<file path="config.mk">
export PLATFORM = sky130hd
export DESIGN_NAME = dtc_seq_walker_flat
export DESIGN_NICKNAME = d
export VERILOG_FILES = /design/src/rtl/dtc_seq_walker_pkg.sv /design/src/rtl/dtc_seq_walker_if.sv /design/src/rtl/dtc_seq_walker_node_ram.sv /design/src/rtl/dtc_seq_walker.sv /design/src/flat_wrapper.sv
export SDC_FILE = /design/constraint.sdc
export NUM_CORES = 1
export LEC_CHECK = 0
export ABC_AREA = 1
export CORE_UTILIZATION = 65
export DETAILED_ROUTE_END_ITERATION = 7
export PLACE_DENSITY = 0.88
export SLEW_MARGIN = 20
export SYNTH_ARGS = -nofsm -noshare
export SYNTH_HDL_FRONTEND = slang
export SYNTH_HIERARCHICAL = 1
export SYNTH_SLANG_ARGS = --single-unit
</file>
<file path="constraint.sdc">
create_clock -name clk -period 3 [get_ports clk]
set_input_delay 0.6 -clock clk [delete_from_list [all_inputs] [get_ports clk]]
set_output_delay 0.6 -clock clk [all_outputs]
set_load 0.005 [all_outputs]
</file>
<file path="src/rtl/dtc_seq_walker_pkg.sv">
// dtc_pkg: node word geometry helpers, default node struct and walker FSM states.
package dtc_pkg;

    typedef enum logic [1:0] {IDLE, WALK, DONE} state_t;

    function automatic int fi_w(input int num_feat);
        return num_feat > 1 ? $clog2(num_feat) : 1;
    endfunction

    function automatic int node_aw(input int num_nodes);
        return num_nodes > 1 ? $clog2(num_nodes) : 1;
    endfunction

    function automatic int node_w(input int num_feat, input int num_nodes, input int cls_w);
        return 1 + fi_w(num_feat) + 2 * node_aw(num_nodes) + cls_w;
    endfunction

    function automatic int c1_lo(input int cls_w);
        return cls_w;
    endfunction

    function automatic int c0_lo(input int num_nodes, input int cls_w);
        return cls_w + node_aw(num_nodes);
    endfunction

    function automatic int fi_lo(input int num_nodes, input int cls_w);
        return cls_w + 2 * node_aw(num_nodes);
    endfunction

    localparam int DEF_FI_W  = fi_w(11);
    localparam int DEF_AW    = node_aw(16);
    localparam int DEF_CLS_W = 3;

    typedef struct packed {
        logic                 leaf;
        logic [DEF_FI_W-1:0]  feat_idx;
        logic [DEF_AW-1:0]    child0;
        logic [DEF_AW-1:0]    child1;
        logic [DEF_CLS_W-1:0] cls;
    } node_t;

endpackage

</file>
<file path="src/rtl/dtc_seq_walker_if.sv">
// dtc_seq_walker_if: request, result and node-table config bundle; DTC_PATH_TRACE_EN adds the path trace.
interface dtc_seq_walker_if #(
    parameter int NUM_FEAT  = 11,
    parameter int CLS_W     = 3,
    parameter int NUM_NODES = 16,
    parameter int MAX_DEPTH = 15
);
    import dtc_pkg::*;

    localparam int AW     = node_aw(NUM_NODES);
    localparam int NODE_W = node_w(NUM_FEAT, NUM_NODES, CLS_W);
    localparam int LW     = $clog2(MAX_DEPTH + 1);

    logic                in_valid;
    logic                in_ready;
    logic [NUM_FEAT-1:0] inp;
    logic                out_valid;
    logic                out_ready;
    logic [CLS_W-1:0]    outp;
    logic                out_err;
    logic                cfg_we;
    logic                cfg_ready;
    logic [AW-1:0]       cfg_addr;
    logic [NODE_W-1:0]   cfg_data;
`ifdef DTC_PATH_TRACE_EN
    logic [MAX_DEPTH-1:0] out_path;
    logic [LW-1:0]        out_len;

    modport master (
        output in_valid, inp, out_ready, cfg_we, cfg_addr, cfg_data,
        input  in_ready, out_valid, outp, out_err, cfg_ready, out_path, out_len
    );
    modport slave (
        input  in_valid, inp, out_ready, cfg_we, cfg_addr, cfg_data,
        output in_ready, out_valid, outp, out_err, cfg_ready, out_path, out_len
    );
`else
    modport master (
        output in_valid, inp, out_ready, cfg_we, cfg_addr, cfg_data,
        input  in_ready, out_valid, outp, out_err, cfg_ready
    );
    modport slave (
        input  in_valid, inp, out_ready, cfg_we, cfg_addr, cfg_data,
        output in_ready, out_valid, outp, out_err, cfg_ready
    );
`endif

endinterface

</file>
<file path="src/rtl/dtc_seq_walker_node_ram.sv">
// dtc_node_ram: node table register file, resets to leaf/class 0, sync write, combinational read.
module dtc_node_ram #(
    parameter int NUM_NODES = 16,
    parameter int NODE_W    = 16,
    parameter int AW        = 4
) (
    input  logic              clk,
    input  logic              rst_n,
    input  logic              we,
    input  logic [AW-1:0]     waddr,
    input  logic [NODE_W-1:0] wdata,
    input  logic [AW-1:0]     raddr,
    output logic [NODE_W-1:0] rdata
);
    localparam logic [NODE_W-1:0] RST_WORD = {1'b1, {(NODE_W-1){1'b0}}};

    logic [NODE_W-1:0] mem [NUM_NODES];

    // every entry clears to a class-0 leaf; writes land on the clock edge
    always_ff @(posedge clk or negedge rst_n) begin
        if (!rst_n) begin
            for (int i = 0; i < NUM_NODES; i++) mem[i] <= RST_WORD;
        end else if (we) begin
            mem[waddr] <= wdata;
        end
    end

    assign rdata = mem[raddr];

endmodule

</file>
<file path="src/rtl/dtc_seq_walker.sv">
// dtc_seq_walker: walks a loadable decision tree one node per clock; DTC_PATH_TRACE_EN adds out_path/out_len.
module dtc_seq_walker
    import dtc_pkg::*;
#(
    parameter int              NUM_FEAT  = 11,
    parameter int              CLS_W     = 3,
    parameter int              NUM_NODES = 16,
    parameter int              MAX_DEPTH = 15,
    parameter logic [CLS_W-1:0] ERR_CLASS = '1
) (
    input logic             clk,
    input logic             rst_n,
    dtc_seq_walker_if.slave bus
);
    localparam int FI_W   = fi_w(NUM_FEAT);
    localparam int AW     = node_aw(NUM_NODES);
    localparam int NODE_W = node_w(NUM_FEAT, NUM_NODES, CLS_W);
    localparam int SW     = $clog2(MAX_DEPTH + 1);
    localparam int PW     = 2 ** FI_W;
    localparam int C1_LO  = c1_lo(CLS_W);
    localparam int C0_LO  = c0_lo(NUM_NODES, CLS_W);
    localparam int FI_LO  = fi_lo(NUM_NODES, CLS_W);

    state_t              st;
    logic [AW-1:0]       cur;
    logic [SW-1:0]       step;
    logic [NUM_FEAT-1:0] inp_q;
    logic [NODE_W-1:0]   node;
    logic [PW-1:0]       inp_pad;
    logic                n_leaf;
    logic                dir;
    logic                last;
    logic [AW-1:0]       n_next;

    dtc_node_ram #(.NUM_NODES(NUM_NODES), .NODE_W(NODE_W), .AW(AW)) u_ram (
        .clk   (clk),
        .rst_n (rst_n),
        .we    (bus.cfg_we && bus.cfg_ready),
        .waddr (bus.cfg_addr),
        .wdata (bus.cfg_data),
        .raddr (cur),
        .rdata (node)
    );

    // zero padding makes any feat_idx >= NUM_FEAT test a 0 bit
    assign inp_pad = PW'(inp_q);
    assign n_leaf  = node[NODE_W-1];
    assign dir     = inp_pad[node[FI_LO +: FI_W]];
    assign n_next  = dir ? node[C1_LO +: AW] : node[C0_LO +: AW];
    assign last    = (step + 1'b1) == SW'(MAX_DEPTH);

    // walker FSM with registered handshake and result outputs
    always_ff @(posedge clk or negedge rst_n) begin
        if (!rst_n) begin
            st            <= IDLE;
            cur           <= '0;
            step          <= '0;
            inp_q         <= '0;
            bus.in_ready  <= 1'b1;
            bus.cfg_ready <= 1'b1;
            bus.out_valid <= 1'b0;
            bus.outp      <= '0;
            bus.out_err   <= 1'b0;
`ifdef DTC_PATH_TRACE_EN
            bus.out_path  <= '0;
            bus.out_len   <= '0;
`endif
        end else begin
            case (st)
                IDLE: if (bus.in_valid && bus.in_ready) begin
                    inp_q         <= bus.inp;
                    cur           <= '0;
                    step          <= '0;
                    bus.in_ready  <= 1'b0;
                    bus.cfg_ready <= 1'b0;
                    st            <= WALK;
`ifdef DTC_PATH_TRACE_EN
                    bus.out_path  <= '0;
                    bus.out_len   <= '0;
`endif
                end
                WALK: begin
                    step <= step + 1'b1;
                    if (n_leaf || last) begin
                        bus.outp      <= n_leaf ? node[CLS_W-1:0] : ERR_CLASS;
                        bus.out_err   <= !n_leaf;
                        bus.out_valid <= 1'b1;
                        st            <= DONE;
`ifdef DTC_PATH_TRACE_EN
                        bus.out_len   <= step + 1'b1;
`endif
                    end else begin
                        cur <= n_next;
`ifdef DTC_PATH_TRACE_EN
                        bus.out_path[step] <= dir;
`endif
                    end
                end
                DONE: if (bus.out_ready) begin
                    bus.out_valid <= 1'b0;
                    bus.in_ready  <= 1'b1;
                    bus.cfg_ready <= 1'b1;
                    st            <= IDLE;
                end
                default: st <= IDLE;
            endcase
        end
    end

endmodule

</file>
<file path="src/flat_wrapper.sv">
// flat-port wrapper written by rule: the top's interface ports become plain ports
module dtc_seq_walker_flat import dtc_pkg::*;
#(
    parameter int              NUM_FEAT  = 11,
    parameter int              CLS_W     = 3,
    parameter int              NUM_NODES = 16,
    parameter int              MAX_DEPTH = 15,
    parameter logic [CLS_W-1:0] ERR_CLASS = '1
)
  (clk, rst_n, bus_in_valid, bus_inp, bus_out_ready, bus_cfg_we, bus_cfg_addr, bus_cfg_data, bus_in_ready, bus_out_valid, bus_outp, bus_out_err, bus_cfg_ready);
  dtc_seq_walker_if #(.NUM_FEAT(NUM_FEAT), .CLS_W(CLS_W), .NUM_NODES(NUM_NODES), .MAX_DEPTH(MAX_DEPTH)) bus_i ();
  input logic clk;
  input logic rst_n;
  input wire logic [$bits(bus_i.in_valid)-1:0] bus_in_valid;
  input wire logic [$bits(bus_i.inp)-1:0] bus_inp;
  input wire logic [$bits(bus_i.out_ready)-1:0] bus_out_ready;
  input wire logic [$bits(bus_i.cfg_we)-1:0] bus_cfg_we;
  input wire logic [$bits(bus_i.cfg_addr)-1:0] bus_cfg_addr;
  input wire logic [$bits(bus_i.cfg_data)-1:0] bus_cfg_data;
  output wire logic [$bits(bus_i.in_ready)-1:0] bus_in_ready;
  output wire logic [$bits(bus_i.out_valid)-1:0] bus_out_valid;
  output wire logic [$bits(bus_i.outp)-1:0] bus_outp;
  output wire logic [$bits(bus_i.out_err)-1:0] bus_out_err;
  output wire logic [$bits(bus_i.cfg_ready)-1:0] bus_cfg_ready;
  assign bus_i.in_valid = bus_in_valid;
  assign bus_i.inp = bus_inp;
  assign bus_i.out_ready = bus_out_ready;
  assign bus_i.cfg_we = bus_cfg_we;
  assign bus_i.cfg_addr = bus_cfg_addr;
  assign bus_i.cfg_data = bus_cfg_data;
  assign bus_in_ready = bus_i.in_ready;
  assign bus_out_valid = bus_i.out_valid;
  assign bus_outp = bus_i.outp;
  assign bus_out_err = bus_i.out_err;
  assign bus_cfg_ready = bus_i.cfg_ready;
  dtc_seq_walker #(.NUM_FEAT(NUM_FEAT), .CLS_W(CLS_W), .NUM_NODES(NUM_NODES), .MAX_DEPTH(MAX_DEPTH), .ERR_CLASS(ERR_CLASS)) u_core (.clk(clk), .rst_n(rst_n), .bus(bus_i));
endmodule
</file>
==> results.tsv, run 1 <==
metric	value	unit
crit path from	u_core/cur[0]	
status	complete, no violations	
clk sinks	283	
Fmax achieved	0.384	GHz
Worst-Margin Slew	0.774	ns
Mean Syn Cell Area	7.57	um2
WL/cell	18.2	um
synthesized-area fraction occupied by adder cells	0.182	%
DRT Pass-1 Iters	6	
startpoint types	flop	
H-tree depth	1	
leakage	7.51	nW
ANT nets after route	0	
cts repair resizes	0	
Comb power frac	38.0	%
GR Overflow Total	0	
CP required	3.42	ns
clk buf depth	3	
post-CTS setup buffer count	0	
area of the mapped netlist	0.0137	mm2
main combinational cell family by area after synthesis	simple AND/OR/NAND/NOR gates	
cts hold-fix bufs	0	
RSZ-0062 raised after global routing	no	
Clk pwr share	22.2	%
WHS	0.00755	ns
post-DP HPWL	23600	um
synth warn	6	
post-route minimum period	2.60	ns
Clock Root Buffer	clkbuf_16	
post-synthesis compound-gate area fraction	11.1	%
setup TNS	0	ns
share of cells above drive strength 1	6.99	%
CP Max Fanout	105	
Skew-Pair Late Insertion Delay	0.56	ns
R2R depth	16	
Worst Setup Path Type	flop to flop	
TritonCTS clock tree	done	
terminus of the critical flop-to-flop path	u_core/cur[3]	
Antenna Cells	0	
vias per inst	5.92	
Pint	9.32	mW
Final Hold Vio Count	0	
Total GRT Usage	36.1	%
Syn Inst Count	1815	
CORE AREA	0.0205	mm2
library cells used by synthesis	25	
DRT iter0 DRCs	1573	
Die H	147	um
Final setup viols	0	
multiplexer share of the synthesized area	0.164	%
Via Count	12400	
part of the cycle the worst path needs	86.8	%
worst vdd ir	0.583	mV
DP Cell Count	2050	
launching point of the worst reg2reg path	u_core/cur[0]	
initial antenna violation count	0	
CP Capture Type	flop	
port bufs	42	
die area	0.0217	mm2
sequential power share	39.8	%
CP arrival	3.03	ns
IO Count	43	
MaxCap Viol Count	0	
largest net degree at the start of global routing	106	
Tot Pwr	15.3	mW
flop-to-flop setup slack	0.40	ns
Synth Area in XOR/XNOR	0.127	%
final core occ	74.7	%
Die Wd	147	um
worst-case clock skew	0.0266	ns
Nets	1849	
PD cells	1000	mW/mm2
first-pass GRT wire length	61200	um
Slew Limit Headroom	48.3	%
class of the worst hold path	input port to async pin	
switching power total	6.03	mW
Initial Util	67.1	%
Post-Synth Simple-Gate Area	25.4	%
vias in the first global route	12000	
#FFs+latches synth	283	
Post-route DRC	0	
RePlAce Congestion	0.892	
Fill cells	1404	
final max-slew violation count	0	
switch share	39.3	%
Layout area overhead	11.3	%
Post-Syn Nets	1853	
final std cells w/o fill	2102	
post-synthesis sequential area ratio	51.7	%
CTS clk-pin slew, worst paths	0.06	ns
Row Count	52	
clock buffer count from CTS	29	
Total Wirelength	38200	um
==> routing by layer <==
layer  vias up  GRT usage (%)  wire, um
met5         -              0         0
met4         0           17.8      1900
met3       166           7.53      4440
met2       818           57.0     17500
met1      5825           47.7     14300
li1       5638              -         -
==> Yosys cell counts <==
master	n	area [um2]
a21oi_1	10	50.1
buf_1	17	63.8
buf_2	57	285
buf_4	4	30.0
clkbuf_1	34	128
clkbuf_2	7	35.0
dfrtp_1	266	6660
dfstp_2	17	447
ha_1	2	25.0
inv_1	270	1010
inv_2	2	7.51
mux2_2	2	22.5
nand2_1	579	2170
nand2_2	3	18.8
nand2_4	1	11.3
nand3_1	216	1080
nand3_2	5	50.1
nand3b_1	1	7.51
nand3b_4	1	20.0
nor2_1	19	71.3
nor2_2	4	25.0
nor3_4	2	32.5
o21ai_0	278	1390
o21ai_1	16	80.1
xor2_1	2	17.5
==> flip-flops by register name, indices dropped and copies added (netlist names) <==
signal	cells
u_core/u_ram/mem	256
u_core/inp_q	11
u_core/cur	4
u_core/step	4
u_core/bus.outp	3
u_core/st	2
u_core/bus.cfg_ready	1
u_core/bus.out_err	1
u_core/bus.out_valid	1
==> per-stage QoR <==
step	area [um2]	setup WS (ns)
final	15300	0.395
after global routing	15300	0.320
after CTS	15300	0.519
after detailed placement	14400	0.410
after global placement	14400	0.482
after floorplan	13700	0.977
==> worst max-delay path by stage <==
stage | cells after the start | to | slack [ns]
3_5_place_dp | 8 | u_core/u_ram/mem[17] | 0.41
6_report | 16 | u_core/cur[3] | 0.40
5_1_grt | 15 | u_core/cur[3] | 0.32
4_1_cts | 15 | u_core/cur[3] | 0.52
3_3_place_gp | 7 | u_core/u_ram/mem[17] | 0.48
2_1_floorplan | 17 | u_core/cur[0] | 0.98
==> layout make-up <==
cell class,count,area [um2],area share (%)
Sequential cell,283,7110,46.5
Multi-Input combinational cell,1141,5080,33.2
Inverter,272,1020,6.67
Clock buffer,45,856,5.59
Timing Repair Buffer,84,853,5.58
Tap cell,270,338,2.21
Clock inverter,7,41.3,0.270
==> power by group through the flow <==
stage                     clock network (mW)  registers [mW]  logic [mW]
after floorplan                            0            5.93        4.08
after global placement                     0            6.06        5.32
after detailed placement                   0            6.13        5.56
after CTS                               3.42            6.09        5.67
after global routing                    3.59            6.26        6.49
final                                   3.40            6.11        5.83
==> cell usage in the layout (no fill, tap or decap) <==
cell and count:
clkinv_2 5, buf_4 33, a21oi_1 10, inv_1 269
dfrtp_2 1, buf_8 1, o21ai_1 16, inv_2 3
nor2_1 17, buf_12 9, nand3_2 5, xor2_1 2
clkinvlp_4 1, nor2_2 6, nand3b_4 1, nand2_1 579
dfrtp_4 1, nand3b_1 1, nand2_4 1, nor3_4 2
ha_1 2, clkdlybuf4s50_1 41, clkbuf_16 29, dfrtp_1 264
mux2_2 2, nand3_1 216, nand2_2 3, clkbuf_8 7
inv_6 1, o21ai_0 278, dfstp_2 17, clkbuf_1 9
==> worst max-delay path, stage by stage, from the launching register on <==
cell	delay, ns
dfrtp_4	0.44
buf_12	0.38
nand2_1	0.08
o21ai_0	0.11
nand2_1	0.11
nand3_1	0.09
nand3_1	0.08
nand2_1	0.25
inv_2	0.10
nand2_1	0.08
nand3_1	0.06
nand3b_1	0.12
nand3_2	0.18
nand2_2	0.15
nand2_1	0.07
nand3_1	0.07
nand2_1	0.06
==> kinds of logic after synthesis <==
logic type / Yosys count
AO/OA/AOI/OAI: 304
adder cells (fa/ha/maj): 2
flip-flops: 283
XOR/XNOR: 2
buffers and inverters: 391
multiplexers: 2
AND/OR/NAND/NOR: 831
No activity file was read; power rests on OpenSTA's default activity.
==> run 2, diff against run 1 <==
Settings changed: CORE_MARGIN set to 3, DONT_BUFFER_PORTS set to 1, PLACE_DENSITY 0.88 to 0.85.
==> run 2 against run 1 <==
Net effect:
- the flow now finishes with violations (negative hold slack)
- wire length decreased by 1.5%
- register-to-register slack improved by 0.04 ns
- critical path depth decreased by 2
- fmax increased by 1.5%
- combinational power decreased by 7.4%
- clock power increased by 8.8%
- clock-buffer cell count decreased by 8
- global-route usage decreased by 2.9 points
- sequential power increased by 0.7%
- non-clock buffer count decreased by 55
- sequential cell count unchanged
- critical endpoint is now u_core/cur[0]
- largest cell class unchanged
- highest routed layer unchanged
==> results.tsv, run 2 (synthesis gave the netlist of run 1 again) <==
metric	value	unit
delay-heaviest family, CP	simple AND/OR/NAND/NOR gates	
Final setup viols	0	
Total GRT Usage	33.1	%
final setup margin	0.433	ns
commonest non-fill, non-tap cell in the layout	nand2_1	
clk buf depth	3	
pre-CTS setup slack	0.479	ns
critical-path cell list	inv_2, nand3_1, nand3_1, nand3_1, nand2_1, inv_2, nand2_1, nand3_1, nand3b_1, nand3_2, nand2_2, nand2_1, nand3_1, nand2_1	
CP required	3.44	ns
Layout area overhead	7.67	%
final max-slew violation count	0	
DRT Pass-1 Iters	8	
RSZ-0062 raised after global routing	no	
startpoint types	flop	
CORE AREA	0.0205	mm2
TritonCTS clock tree	done	
cts repair resizes	0	
vias per inst	5.85	
Final Hold Vio Count	266	
first-pass GRT wire length	59500	um
post-DP HPWL	23500	um
R2R depth	14	
top flop regs	u_core/u_ram/mem (256), u_core/inp_q (11)	
CTS clk-pin slew, worst paths	0.06	ns
part of the cycle the worst path needs	85.6	%
initial antenna violation count	0	
crit path from	u_core/cur[1]	
GR Overflow Total	0	
crit path to	u_core/cur[0]	
Crit-path slowest cell	dfrtp_2	
clk sinks	283	
Clock Root Buffer	clkbuf_16	
Antenna Cells	0	
Worst Setup Path Type	flop to flop	
final core occ	72.2	%
DRT iter0 DRCs	1407	
largest net degree at the start of global routing	284	
most frequent cells in the layout	nand2_1, o21ai_0, inv_1	
RePlAce Congestion	0.922	
Initial Util	67.1	%
flop-to-flop setup slack	0.43	ns
port bufs	0	
WL/cell	18.4	um
Post-route DRC	0	
post-route minimum period	2.57	ns
Crit path depth	14	
largest register by flop count	u_core/u_ram/mem	
worst vdd ir	0.627	mV
post-route cell area	0.0148	mm2
Tot Pwr	15.3	mW
Die H	151	um
launching point of the worst reg2reg path	u_core/cur[1]	
leakage	7.28	nW
MaxCap Viol Count	0	
failing checks	negative hold slack	
Die Wd	151	um
clock buffer count from CTS	29	
final std cells w/o fill	2048	
CP peak stage delay	0.53	ns
Fill cells	1548	
die area	0.0229	mm2
DP Cell Count	1995	
CP Max Fanout	33	
class of the worst hold path	input port to async pin	
Skew-Pair Late Insertion Delay	0.56	ns
Fmax achieved	0.390	GHz
share of cells above drive strength 1	6.69	%
CP Capture Type	flop	
placed cell area	0.0138	mm2
terminus of the critical flop-to-flop path	u_core/cur[0]	
Buf/Inv on CP	2	
vias in the first global route	11300	
PD cells	1030	mW/mm2
Total Wirelength	37600	um
WHS	-0.262	ns
Row Count	52	
Nets	1794	
IO Count	43	
H-tree depth	1	
max FFs per register	256	
Worst-Margin Slew	0.762	ns
post-CTS setup buffer count	0	
Via Count	12000	
setup TNS	0	ns
Slew Limit Headroom	49.1	%
worst-case clock skew	0.0259	ns
CP arrival	3.01	ns
CP most frequent cell	nand3_1	
status	finished with violations	
ANT nets after route	0	
[run 2: changes by cell type in the layout (fill, tap and decap cells not counted)]
| cell | change |
|---|---|
| buf_12 | -5 |
| buf_4 | -8 |
| buf_8 | -1 |
| bufinv_16 | +4 |
| clkbuf_1 | -4 |
| clkbuf_8 | -4 |
| clkdlybuf4s50_1 | -41 |
| clkinv_2 | +2 |
| clkinvlp_4 | +2 |
| inv_6 | +1 |
[run 2: cell type report]
type / instances / area [um2] / area share [%]
Sequential cell: 283 / 7110 / 48.0
Multi-Input combinational cell: 1141 / 5080 / 34.3
Inverter: 272 / 1020 / 6.90
Clock buffer: 37 / 786 / 5.31
Tap cell: 270 / 338 / 2.28
Timing Repair Buffer: 29 / 268 / 1.81
Clock inverter: 16 / 195 / 1.32
[run 2: per-layer routing]
layer  wire [um]  GRT usage [%]  up-vias
li1            -              -     5519
met1       15100           46.2     5677
met2       16400           49.4      665
met3        4770           9.61      110
met4        1400           12.4        0
met5           0              0        -
[run 2: power breakdown]
part	switching, mW	internal [mW]
sequential	0.764	5.38
combinational	3.58	1.82
clock	1.51	2.20
total	5.85	9.40
[run 2: how the worst min path moves through the flow]
stage | start | to
after floorplan | rst_n | u_core/bus.out_err
after global placement | rst_n | u_core/u_ram/mem[81]
after detailed placement | rst_n | u_core/u_ram/mem[81]
after CTS | rst_n | u_core/u_ram/mem[218]
after global routing | rst_n | u_core/u_ram/mem[193]
final | rst_n | u_core/u_ram/mem[81]
==> run 3, diff against run 2 <==
Settings changed: CAP_MARGIN set to 25, PLACE_DENSITY 0.85 to 0.79.
==> run 3 against run 2 <==
Net effect:
- the run still ends with negative hold slack left
- power rose by 0.23%
- first-iteration DRC count rose by 1.6%
- wire length rose by 0.79%
- critical endpoint is now u_core/cur[2]
- largest power group unchanged
- highest routed layer is now met5
==> results.tsv, run 3 (synthesis gave the netlist of run 1 again) <==
metric	value	unit
clock buffer count from CTS	30	
Final setup viols	0	
critical-path cell list	inv_2, nand2_1, nand2_1, nand2_1, nand3_1, nand3_1, nand2_1, inv_2, nand2_1, nand3_1, nand3b_1, nand3_2, nand2_2, nand2_1, nand3_1, nand2_1	
largest register by flop count	u_core/u_ram/mem	
Skew-Pair Late Insertion Delay	0.55	ns
setup TNS	0	ns
vias in the first global route	11000	
CP peak stage delay	0.47	ns
Total GRT Usage	33.7	%
RSZ-0062 raised after global routing	no	
max FFs per register	256	
ANT nets after route	0	
CP Capture Type	flop	
CORE AREA	0.0205	mm2
Crit-path slowest cell	dfrtp_4	
part of the cycle the worst path needs	85.2	%
worst-case clock skew	0.0140	ns
share of cells above drive strength 1	6.73	%
final max-slew violation count	0	
peak-usage layer in the global routing report	met1	
status	finished with violations	
vias per inst	5.72	
DRT Pass-1 Iters	6	
worst vdd ir	0.630	mV
post-route minimum period	2.56	ns
leakage	7.30	nW
IO Count	43	
largest net degree at the start of global routing	284	
Die H	151	um
GR Util met1	50.7	%
post-DP HPWL	23600	um
Clock Root Buffer	clkbuf_16	
Initial Util	67.1	%
CP required	3.43	ns
PD cells	1030	mW/mm2
startpoint types	flop	
CP Max Fanout	35	
CP most frequent cell	nand2_1	
CP arrival	2.99	ns
port bufs	0	
DRT iter0 DRCs	1430	
Row Count	52	
class of the worst hold path	input port to async pin	
most frequent cells in the layout	nand2_1, o21ai_0, inv_1	
RePlAce Congestion	0.875	
Worst Setup Path Type	flop to flop	
first-pass GRT wire length	60300	um
Final Hold Vio Count	266	
Nets	1798	
grt met3 use	7.36	%
clk buf depth	3	
WHS	-0.265	ns
GR Overflow Total	0	
Buf/Inv on CP	2	
WL/cell	18.5	um
MaxCap Viol Count	0	
die area	0.0229	mm2
Post-route DRC	0	
top flop regs	u_core/u_ram/mem (256), u_core/inp_q (11)	
clk sinks	283	
post-CTS setup buffer count	0	
Worst-Margin Slew	0.796	ns
CTS clk-pin slew, worst paths	0.06	ns
Tot Pwr	15.3	mW
Die Wd	151	um
Layout area overhead	7.68	%
delay-heaviest family, CP	simple AND/OR/NAND/NOR gates	
Total Wirelength	37900	um
Via Count	11700	
Slew Limit Headroom	47.0	%
met2 Usage GRT	49.5	%
failing checks	negative hold slack	
H-tree depth	1	
commonest non-fill, non-tap cell in the layout	nand2_1	
Fmax achieved	0.391	GHz
TritonCTS clock tree	done	
initial antenna violation count	1	
Antenna Cells	0	
==> run 3: routing by layer <==
| layer | wire length [um] | vias to the layer above |
|---|---|---|
| met5 | 13 | - |
| met1 | 16200 | 5554 |
| met4 | 1120 | 2 |
| li1 | - | 5523 |
| met3 | 4340 | 84 |
| met2 | 16200 | 581 |
==> run 3: path summary, 6_finish.rpt <==
check / cells past startpoint / endpoint / slack, ns / from
worst max-delay path: 16 / u_core/cur[2] / 0.44 / u_core/cur[0]
worst min-delay path: 0 / u_core/u_ram/mem[114] / -0.26 / rst_n
worst max register to register: 16 / u_core/cur[2] / 0.44 / u_core/cur[0]
worst min register to register: 2 / u_core/u_ram/mem[38] / 0.48 / u_core/u_ram/mem[38]
max in group asynchronous: 0 / u_core/cur[0] / 2.59 / rst_n
min in group clk: 1 / u_core/st[1] / 0.14 / bus_out_ready
==> run 3: area by class of cell <==
cell class	count	area, um2
clock buffer	47	896
clock inverter	9	101
fill	1640	5700
inverter	272	1020
multi-input combinational	1141	5080
sequential	283	7110
tap	270	338
timing repair buffer	32	253
==> run 3: power by group <==
part	internal (mW)	switching [mW]
registers	5.38	0.727
logic	1.83	3.63
clock network	2.21	1.50
total	9.43	5.86
==> run 3: per-stage QoR <==
stage	cells	util [%]	setup slack [ns]	instance area (um2)	hold WS (ns)
2_1_floorplan	1815	-	0.977	13700	0.304
3_3_place_gp	1998	67.3	0.550	13800	0.310
3_5_place_dp	1998	67.3	0.543	13800	0.311
4_1_cts	2054	72.2	0.498	14800	-0.261
5_1_grt	2054	72.2	0.182	14800	-0.277
6_report	2054	72.2	0.445	14800	-0.265
==> run 3: repair_timing <==
item | 4_1_cts | 5_1_grt
endpoints found under the setup margin | 0 | 0
endpoints found under the hold margin | 283 | 277
gates resized for setup | 0 | 0
